===== src/rtl/pb_pkg.sv =====
// pb_pkg: shared types and constants for the packet builder.
//   pb_state_t  - builder FSM states
//   PKT_SOP     - 3-bit start-of-packet marker in header byte1
//   CRC8_POLY   - CRC8 polynomial (x^8 + x^2 + x + 1)
//   HDR_LEN     - header length in bytes (payload starts at hdr + HDR_LEN)
//   CRC_OFS     - CRC byte sits at hdr + cnt + CRC_OFS
//   ecc_hamming - returns {parity_of_all_bits, ecc[3:0]} for the 8-bit header word
package pb_pkg;

  typedef enum logic [2:0] {
    StIdle,
    StHdrLo,
    StHdrHi,
    StData,
    StCrcWr,
    StDone
  } pb_state_t;

  localparam logic [2:0]  PKT_SOP   = 3'b101;
  localparam logic [7:0]  CRC8_POLY = 8'h07;
  localparam int unsigned HDR_LEN   = 2;
  localparam int unsigned CRC_OFS   = 3;

  function automatic logic [4:0] ecc_hamming(input logic [7:0] d);
    logic [4:0] e;
    e[0] = d[0] ^ d[1] ^ d[3] ^ d[4] ^ d[6];
    e[1] = d[0] ^ d[2] ^ d[3] ^ d[5] ^ d[6];
    e[2] = d[1] ^ d[2] ^ d[3] ^ d[7];
    e[3] = d[4] ^ d[5] ^ d[6] ^ d[7];
    e[4] = ^d;
    return e;
  endfunction

endpackage


===== src/rtl/pb_pkt_builder_if.sv =====
// pb_pkt_builder_if: memory-side bus of the packet builder.
//   src_addr     - source memory read address (data returns one cycle later)
//   src_data_o   - source memory read data, byte in [7:0]
//   inmem_addr   - inmem byte write address
//   inmem_we     - inmem byte write strobe
//   inmem_data_i - inmem write data, byte in [7:0]
// Modports: master = builder side, slave = memory side.
interface pb_pkt_builder_if #(
  parameter int unsigned ADDR_W = 14,
  parameter int unsigned DATA_W = 32
);
  logic [ADDR_W-1:0] src_addr;
  logic [DATA_W-1:0] src_data_o;
  logic [ADDR_W-1:0] inmem_addr;
  logic              inmem_we;
  logic [DATA_W-1:0] inmem_data_i;

  modport master (
    output src_addr,
    input  src_data_o,
    output inmem_addr,
    output inmem_we,
    output inmem_data_i
  );

  modport slave (
    input  src_addr,
    output src_data_o,
    input  inmem_addr,
    input  inmem_we,
    input  inmem_data_i
  );
endinterface


===== src/rtl/crc8_byte_calc.sv =====
// crc8_byte_calc: one-byte CRC8 update, MSB first, no reflection.
//   crc_in   - running CRC
//   data_in  - next byte
//   crc_out  - CRC after absorbing data_in
module crc8_byte_calc
  import pb_pkg::*;
(
  input  logic [7:0] crc_in,
  input  logic [7:0] data_in,
  output logic [7:0] crc_out
);

  logic [7:0] c;

  always_comb begin
    c = crc_in ^ data_in;
    for (int i = 0; i < 8; i++) begin
      c = c[7] ? ({c[6:0], 1'b0} ^ CRC8_POLY) : {c[6:0], 1'b0};
    end
    crc_out = c;
  end

endmodule


===== src/rtl/pb_pkt_builder.sv =====
// pb_pkt_builder: copies pb_byte_cnt+1 payload bytes from source memory into inmem,
// framed by a 2-byte header {cnt,ecc},{SOP,ecc_msb,type} and a trailing CRC8 byte.
//   clk, reset (async, active low)
//   pb_start, pb_addr_src, pb_addr_hdr, pb_byte_cnt, pb_pkt_type - request, sampled in idle
//   pb_busy - high while not idle; pb_irq - one-cycle done pulse
//   mem     - source read / inmem write bus (pb_pkt_builder_if.master)
// Optional: PB_ECC_ERR_INJ_EN adds pb_ecc_inj[1:0] to corrupt header byte0 for testing.
module pb_pkt_builder
  import pb_pkg::*;
#(
  parameter int unsigned ADDR_W = 14,
  parameter int unsigned DATA_W = 32
) (
  input  logic              clk,
  input  logic              reset,
  input  logic              pb_start,
  input  logic [ADDR_W-1:0] pb_addr_src,
  input  logic [ADDR_W-1:0] pb_addr_hdr,
  input  logic [3:0]        pb_byte_cnt,
  input  logic [3:0]        pb_pkt_type,
`ifdef PB_ECC_ERR_INJ_EN
  input  logic [1:0]        pb_ecc_inj,
`endif
  output logic              pb_busy,
  output logic              pb_irq,
  pb_pkt_builder_if.master  mem
);

  pb_state_t         state_q, state_d;
  logic [ADDR_W-1:0] src_q, hdr_q;
  logic [3:0]        cnt_q, type_q;
  logic [3:0]        k_q, k_d;
  logic [7:0]        crc_q, crc_d, crc_next;
  logic              accept;
  logic [4:0]        ecc;
  logic [7:0]        hdr0, src_byte;
  logic              unused_src_hi;

`ifdef PB_ECC_ERR_INJ_EN
  logic [1:0]        inj_q;
`endif

  assign accept        = (state_q == StIdle) && pb_start;
  assign src_byte      = mem.src_data_o[7:0];
  assign unused_src_hi = ^mem.src_data_o[DATA_W-1:8];
  assign ecc           = ecc_hamming({type_q, cnt_q});

  // Corruption is applied after ECC so the receiver sees a mismatching header.
  always_comb begin
    hdr0 = {cnt_q, ecc[3:0]};
`ifdef PB_ECC_ERR_INJ_EN
    if (inj_q == 2'b01) hdr0 = hdr0 ^ 8'h10;
    if (inj_q == 2'b10) hdr0 = hdr0 ^ 8'h30;
`endif
  end

  crc8_byte_calc u_crc (
    .crc_in  (crc_q),
    .data_in (src_byte),
    .crc_out (crc_next)
  );

  always_ff @(posedge clk or negedge reset) begin
    if (!reset) begin
      state_q <= StIdle;
      src_q   <= '0;
      hdr_q   <= '0;
      cnt_q   <= '0;
      type_q  <= '0;
      k_q     <= '0;
      crc_q   <= '0;
`ifdef PB_ECC_ERR_INJ_EN
      inj_q   <= '0;
`endif
    end else begin
      state_q <= state_d;
      k_q     <= k_d;
      crc_q   <= crc_d;
      if (accept) begin
        src_q  <= pb_addr_src;
        hdr_q  <= pb_addr_hdr;
        cnt_q  <= pb_byte_cnt;
        type_q <= pb_pkt_type;
`ifdef PB_ECC_ERR_INJ_EN
        inj_q  <= pb_ecc_inj;
`endif
      end
    end
  end

  always_comb begin
    state_d          = state_q;
    k_d              = k_q;
    crc_d            = crc_q;
    pb_busy          = (state_q != StIdle);
    pb_irq           = 1'b0;
    mem.src_addr     = '0;
    mem.inmem_we     = 1'b0;
    mem.inmem_addr   = '0;
    mem.inmem_data_i = '0;

    case (state_q)
      StIdle: begin
        if (pb_start) begin
          crc_d   = '0;
          k_d     = '0;
          state_d = StHdrLo;
        end
      end
      StHdrLo: begin
        mem.inmem_we     = 1'b1;
        mem.inmem_addr   = hdr_q;
        mem.inmem_data_i = DATA_W'(hdr0);
        state_d          = StHdrHi;
      end
      StHdrHi: begin
        mem.inmem_we     = 1'b1;
        mem.inmem_addr   = hdr_q + ADDR_W'(1);
        mem.inmem_data_i = DATA_W'({PKT_SOP, ecc[4], type_q});
        mem.src_addr     = src_q;
        k_d              = '0;
        state_d          = StData;
      end
      StData: begin
        // Byte k arrives now from the read issued in the previous cycle.
        mem.inmem_we     = 1'b1;
        mem.inmem_addr   = hdr_q + ADDR_W'(HDR_LEN) + ADDR_W'(k_q);
        mem.inmem_data_i = DATA_W'(src_byte);
        crc_d            = crc_next;
        if (k_q != cnt_q) begin
          mem.src_addr = src_q + ADDR_W'(k_q) + ADDR_W'(1);
          k_d          = k_q + 4'd1;
        end else begin
          state_d = StCrcWr;
        end
      end
      StCrcWr: begin
        mem.inmem_we     = 1'b1;
        mem.inmem_addr   = hdr_q + ADDR_W'(cnt_q) + ADDR_W'(CRC_OFS);
        mem.inmem_data_i = DATA_W'(crc_q);
        state_d          = StDone;
      end
      StDone: begin
        pb_irq  = 1'b1;
        state_d = StIdle;
      end
      default: state_d = StIdle;
    endcase
  end

endmodule


===== src/flat_wrapper.sv =====
// flat-port wrapper written by rule: the top's interface ports become plain ports
module pb_pkt_builder_flat import pb_pkg::*;
#(
  parameter int unsigned ADDR_W = 14,
  parameter int unsigned DATA_W = 32
)
  (clk, reset, pb_start, pb_addr_src, pb_addr_hdr, pb_byte_cnt, pb_pkt_type, pb_busy, pb_irq, mem_src_addr, mem_src_data_o, mem_inmem_addr, mem_inmem_we, mem_inmem_data_i);
  pb_pkt_builder_if #(.ADDR_W(ADDR_W), .DATA_W(DATA_W)) mem_i ();
  input  logic clk;
  input  logic reset;
  input  logic pb_start;
  input  logic [ADDR_W-1:0] pb_addr_src;
  input  logic [ADDR_W-1:0] pb_addr_hdr;
  input  logic [3:0] pb_byte_cnt;
  input  logic [3:0] pb_pkt_type;
  output logic pb_busy;
  output logic pb_irq;
  output wire logic [$bits(mem_i.src_addr)-1:0] mem_src_addr;
  input wire logic [$bits(mem_i.src_data_o)-1:0] mem_src_data_o;
  output wire logic [$bits(mem_i.inmem_addr)-1:0] mem_inmem_addr;
  output wire logic [$bits(mem_i.inmem_we)-1:0] mem_inmem_we;
  output wire logic [$bits(mem_i.inmem_data_i)-1:0] mem_inmem_data_i;
  assign mem_src_addr = mem_i.src_addr;
  assign mem_i.src_data_o = mem_src_data_o;
  assign mem_inmem_addr = mem_i.inmem_addr;
  assign mem_inmem_we = mem_i.inmem_we;
  assign mem_inmem_data_i = mem_i.inmem_data_i;
  pb_pkt_builder #(.ADDR_W(ADDR_W), .DATA_W(DATA_W)) u_core (.clk(clk), .reset(reset), .pb_start(pb_start), .pb_addr_src(pb_addr_src), .pb_addr_hdr(pb_addr_hdr), .pb_byte_cnt(pb_byte_cnt), .pb_pkt_type(pb_pkt_type), .pb_busy(pb_busy), .pb_irq(pb_irq), .mem(mem_i));
endmodule

===== config.mk =====
export PLATFORM = sky130hd
export DESIGN_NAME = pb_pkt_builder_flat
export DESIGN_NICKNAME = d
export VERILOG_FILES = /design/src/rtl/pb_pkg.sv /design/src/rtl/pb_pkt_builder_if.sv /design/src/rtl/crc8_byte_calc.sv /design/src/rtl/pb_pkt_builder.sv /design/src/flat_wrapper.sv
export SDC_FILE = /design/constraint.sdc
export NUM_CORES = 1
export LEC_CHECK = 0
export CORE_UTILIZATION = 40
export CTS_BUF_LIST = sky130_fd_sc_hd__clkbuf_4 sky130_fd_sc_hd__clkbuf_8
export CTS_CLUSTER_DIAMETER = 100
export DETAILED_ROUTE_END_ITERATION = 16
export GPL_ROUTABILITY_DRIVEN = 1
export GPL_TIMING_DRIVEN = 0
export HOLD_SLACK_MARGIN = 0.15
export PLACE_DENSITY = 0.81
export SYNTH_ARGS = -nofsm -noshare
export SYNTH_HDL_FRONTEND = slang
export SYNTH_HIERARCHICAL = 1
export SYNTH_SLANG_ARGS = --single-unit

===== constraint.sdc =====
create_clock -name clk -period 5.5 [get_ports clk]
set_input_delay 1.1 -clock clk [delete_from_list [all_inputs] [get_ports clk]]
set_output_delay 1.1 -clock clk [all_outputs]
set_load 0.02 [all_outputs]

Word level (Yosys, flattened, before mapping)
Cells that the tools add are included.
- logic and storage cells: 79
- output and inout port bits: 63
- register bits: 51
- bitwise gates (word level): 23
- reductions and logical operators: 10
- add/sub/neg operators: 8
- eq/ne operators: 9
- multiplexer cells: 22
- operators by type and width (operator ; number):
    $pmux W14 S4 ; 1
    $add A14 B4 Y14 ; 3
    $pmux W8 S4 ; 1
    $mux W3 ; 10
    $add A14 B1 Y14 const B ; 2
    $add A14 B2 Y14 const B ; 2
    $pmux W14 S2 ; 1
    $not A3 Y3 ; 8
    $pmux W8 S2 ; 1
    $pmux W3 S5 ; 1
    $mux W14 ; 1
    $xor A1 B1 Y1 ; 14
    $pmux W4 S3 ; 1
    $mux W4 ; 2
    $mux W8 ; 1
    $reduce_xor A8 Y1 ; 1
    $xor A8 B8 Y8 ; 1
    $eq A3 B2 Y1 const B ; 2
    $eq A3 B3 Y1 const B ; 2
    $reduce_bool A3 Y1 ; 2
    $add A4 B1 Y4 const B ; 1
    $ne A2 B2 Y1 const B ; 2
    $ne A4 B4 Y1 ; 1
    $reduce_and A2 Y1 ; 2
    other kinds (8) ; 9

Logic depth before layout (Yosys ltp)
- depth in word-level cells: 18
- depth in mapped cells: 10
- gate-level depth less buffers: 10

Modules after synthesis
Netlist, hierarchy kept.
- modules (own cells, without submodules) (module ; cells each ; area each (µm²) ; instances):
    pb_pkt_builder ; 500 ; 4315.4 ; 1
    crc8_byte_calc ; 21 ; 206.4 ; 1

Worst setup path before layout
Ideal clock, no wire load.
- path type: register -> output
- start point: register u_core.k_q[1]
- end point: output mem_inmem_addr[13]
- stages on the path, launching flop included: 11
- arrival: 2711 ps
- path buffers: 0
- data required time: 4400 ps
- slack: 1689 ps
- path through: dfrtp_1 inv_1 ha_1 inv_1 ha_1 fa_1 a21o_1 a211o_1 o22ai_1 a2111oi_0 o21ai_0
- longest elaborated chain between the ends: 2
- RTL lines (what ; line ; text):
    start: declaration ; pb_pkt_builder.sv:32 ; logic [3:0] k_q, k_d;
    start signal: assignment ; pb_pkt_builder.sv:77 ; k_q <= k_d;
    $add A14 B4 Y14 ; pb_pkt_builder.sv:127 ; mem.inmem_addr = hdr_q + ADDR_W'(HDR_LEN) + ADDR_W'(k_q);
    $pmux W14 S4 ; pb_pkt_builder.sv:102 ; case (state_q)
    end: declaration ; flat_wrapper.sv:20 ; output wire logic [$bits(mem_i.inmem_addr)-1:0] mem_inmem_addr;
Every way passes these cells.

Worst setup path after layout
- start point: register u_core.k_q[1]
- end point: output mem_inmem_addr[5]
Same word-level chain as after synthesis.

==> impl_metrics.env <==
export IMPL_num_rows=38
export IMPL_yosysTopAreaCellShare=0.282
export IMPL_slew_violations=0
export IMPL_synth_edf_count=0
export IMPL_finClkSkew_ns=0.00941
export IMPL_cts_resized=0
export IMPL_numCtsBuffers=5
export IMPL_rsz0062_at_grt="no"
export IMPL_synthFlopType="dfrtp_1"
export IMPL_drcViolationCount=0
export IMPL_synth_seq_cells=51
export IMPL_overflow=0
export IMPL_path_clk_slew_ns=0.12
export IMPL_cts_root_buf="clkbuf_8"
export IMPL_clock_path_buffers=2
export IMPL_cp_max_fo=7
export IMPL_grt_usage=0.247
export IMPL_setup_tns_ns=0
export IMPL_path_cells="inv_1, ha_1, inv_1, ha_1, fa_1, a21o_1, a211o_1, o22ai_1, nor3_1, a22oi_1, clkdlybuf4s50_1"
export IMPL_h_tree_depth=2
export IMPL_holdWs_ns=0.547
export IMPL_layout_commonest_cell="clkdlybuf4s50_1"
export IMPL_syn_area_um2=4520
export IMPL_post_cts_buffers=0
export IMPL_slew_headroom=0.549
export IMPL_wl_um=13900
export IMPL_synthDistinctLibCells=70
export IMPL_reg2reg_depth=4
export IMPL_arrival_ns=3.70
export IMPL_worst_slew_pin_slew_ns=0.674
export IMPL_dp_hpwl_um=10600
export IMPL_drive_gt1_frac=0.141
export IMPL_r2r_slack_ns=3.48
export IMPL_grt_pass1_wl_um=22200
export IMPL_layout_common_cells="clkdlybuf4s50_1, nand2_1, dfrtp_1"
export IMPL_cp_required_ns=4.40
export IMPL_grt_max_degree=34
export IMPL_clkSinkCount=51
export IMPL_peakVddDrop_v=0.000508
export IMPL_insertion_delay_ns=0.34
export IMPL_route_detailed_wl_per_inst_um=17.9
export IMPL_fillers=1000
export IMPL_crit_end="mem_inmem_addr[5]"
export IMPL_initial_core_util=0.414
export IMPL_p_leak_nw=2.48
export IMPL_timing_rr_start="u_core/state_q[1]"
export IMPL_yosysTopAreaCell="dfrtp_1"
export IMPL_path_delay_family="compound AO/OA/AOI/OAI gates"
export IMPL_fp_dieH_um=108
export IMPL_fin_nets=733
export IMPL_timing_rr_end="u_core/src_q[6]"
export IMPL_finalCritPeriodShare=0.873
export IMPL_antenna_found_initial=0
export IMPL_coreArea_um2=10900
export IMPL_fmaxAchievable_mhz=208
export IMPL_firstDrtPassIters=7
export IMPL_portBuffers=85
export IMPL_drv_cap=0
export IMPL_path_buf_inv=3
export IMPL_die_width_um=108
export IMPL_layout_min_cycle_time_ns=4.80
export IMPL_grt_pass1_vias=4421
export IMPL_cp_slowest_stage_delay_ns=0.64
export IMPL_place_congestion=0.942
export IMPL_ys_seq_area_frac=0.282
export IMPL_first_iter_violations=296
export IMPL_pin_count=134
export IMPL_cts_hold_buffers=0
export IMPL_hold_class="reg2reg"
export IMPL_syn_inst=521
export IMPL_async_flop_share=1.00
export IMPL_outcome="finished clean"
export IMPL_critPathLaunchType="flip-flop"
export IMPL_hold_violations=0
export IMPL_cts_tree="done"
export IMPL_yosys_warnings=6
export IMPL_crit_path_end_kind="primary output"
export IMPL_die_area_um2=11700
export IMPL_syn_avg_cell_area_um2=8.68
export IMPL_via_per_inst=5.63
export IMPL_vias=4382
export IMPL_cp_slowest_cell="clkdlybuf4s50_1"
export IMPL_setup_violations=0
export IMPL_crit_type="reg2out"
export IMPL_drtAntennaViolNets=0
export IMPL_netlist_top_cells_area="dfrtp_1, mux2_2, ha_1, xnor2_1, nand2_1"
export IMPL_cp_depth=11
export IMPL_crit_start="u_core/k_q[1]"
export IMPL_n_antenna_cell=0
export IMPL_syn_to_final_growth_pct=27.1
export IMPL_cellPowerDensity_nw_per_um2=742
## flip-flops by register name, summed over array words and instances, names as in the netlist
register        flops
u_core/k_q          4
u_core/state_q      3
u_core/crc_q        8
u_core/type_q       4
u_core/src_q       14
u_core/hdr_q       14
u_core/cnt_q        4
## layer usage
layer,track usage,share of wire,routed length [µm],up-vias
li1,-,-,-,2050
met1,0.300,0.42,5820,2096
met2,0.423,0.48,6690,205
met3,0.0530,0.079,1100,31
met4,0.101,0.024,329,0
met5,0,0,0,-
## worst register-to-register path, cell delays in order, from the launching register on
cell and delay [ns]:
dfrtp_1 0.45, or3_1 0.45, nor2_4 0.28, buf_2 0.35, mux2_2 0.38
## cells in the mapped netlist, types with 4 or more instances
cell type and number:
nand2_1 61, dfrtp_1 51, o21ai_0 42, xnor2_1 29, mux2_2 28, buf_4 24, inv_1 24, a21oi_1 22
ha_1 22, nor2_1 19, nand3_1 17, xor2_1 13, clkbuf_1 12, buf_2 11, a22oi_1 8, nor3_1 8
a21o_1 7, a211o_1 6, a31oi_1 6, mux2i_1 6, o21ai_1 6, o31ai_1 6, nand2b_1 5, nand4_1 5
o211ai_1 5, and3_1 4, nor2b_1 4, o21bai_1 4, or3_1 4, xor2_2 4
## cell families (layout without fill, tap and decap cells)
logic type / count (synthesis) / count (layout) / share of synthesized area
AOI/OAI and AO/OA: 142 / 142 / 0.207
xor gates and xnor gates: 49 / 49 / 0.107
adders and majority gates: 25 / 25 / 0.0742
buffers and inverters: 72 / 166 / 0.0827
DFF: 51 / 51 / 0.282
muxes: 34 / 34 / 0.0830
other: 1 / 24 / 0.000829
and+or+nand+nor: 147 / 147 / 0.164
## metrics by stage
stage	cells	setup slack, ns	power, mW	area [µm²]	util
2_1_floorplan	544	1.69	2.88	4610	-
3_3_place_gp	769	1.11	3.88	5630	0.515
3_5_place_dp	770	1.11	3.97	5650	0.517
4_1_cts	778	0.694	4.25	5750	0.525
5_1_grt	778	0.532	4.59	5750	0.525
6_report	778	0.700	4.26	5750	0.525
## power breakdown
group / total, mW / leakage (nW) / internal (mW) / switching, mW
clock network: 0.254 / 0.0467 / 0.0948 / 0.159
logic: 3.16 / 1.82 / 1.43 / 1.74
registers: 0.846 / 0.619 / 0.562 / 0.284
total: 4.26 / 2.48 / 2.08 / 2.18
## worst min path at each step
stage / startpoint / endpoint / slack (ns) / cells past startpoint
2_1_floorplan: u_core/src_q[13] / u_core/src_q[13] / 0.50 / 1
3_3_place_gp: u_core/src_q[13] / u_core/src_q[13] / 0.52 / 1
3_5_place_dp: u_core/hdr_q[13] / u_core/hdr_q[13] / 0.53 / 1
4_1_cts: u_core/hdr_q[13] / u_core/hdr_q[13] / 0.56 / 1
5_1_grt: u_core/hdr_q[13] / u_core/hdr_q[13] / 0.58 / 1
6_report: u_core/hdr_q[13] / u_core/hdr_q[13] / 0.55 / 1
## layout make-up
type	instances	area [µm²]	area share
multi-input cells	421	2960	0.515
plain buffers	48	284	0.0494
well taps	140	175	0.0305
clock buffers	5	68.8	0.0120
flip-flops and latches	51	1280	0.222
clock inverters	3	27.5	0.00479
repair buffers	86	866	0.151
inverters	24	90.1	0.0157
Note: power is estimated with default switching activity, not from simulation.
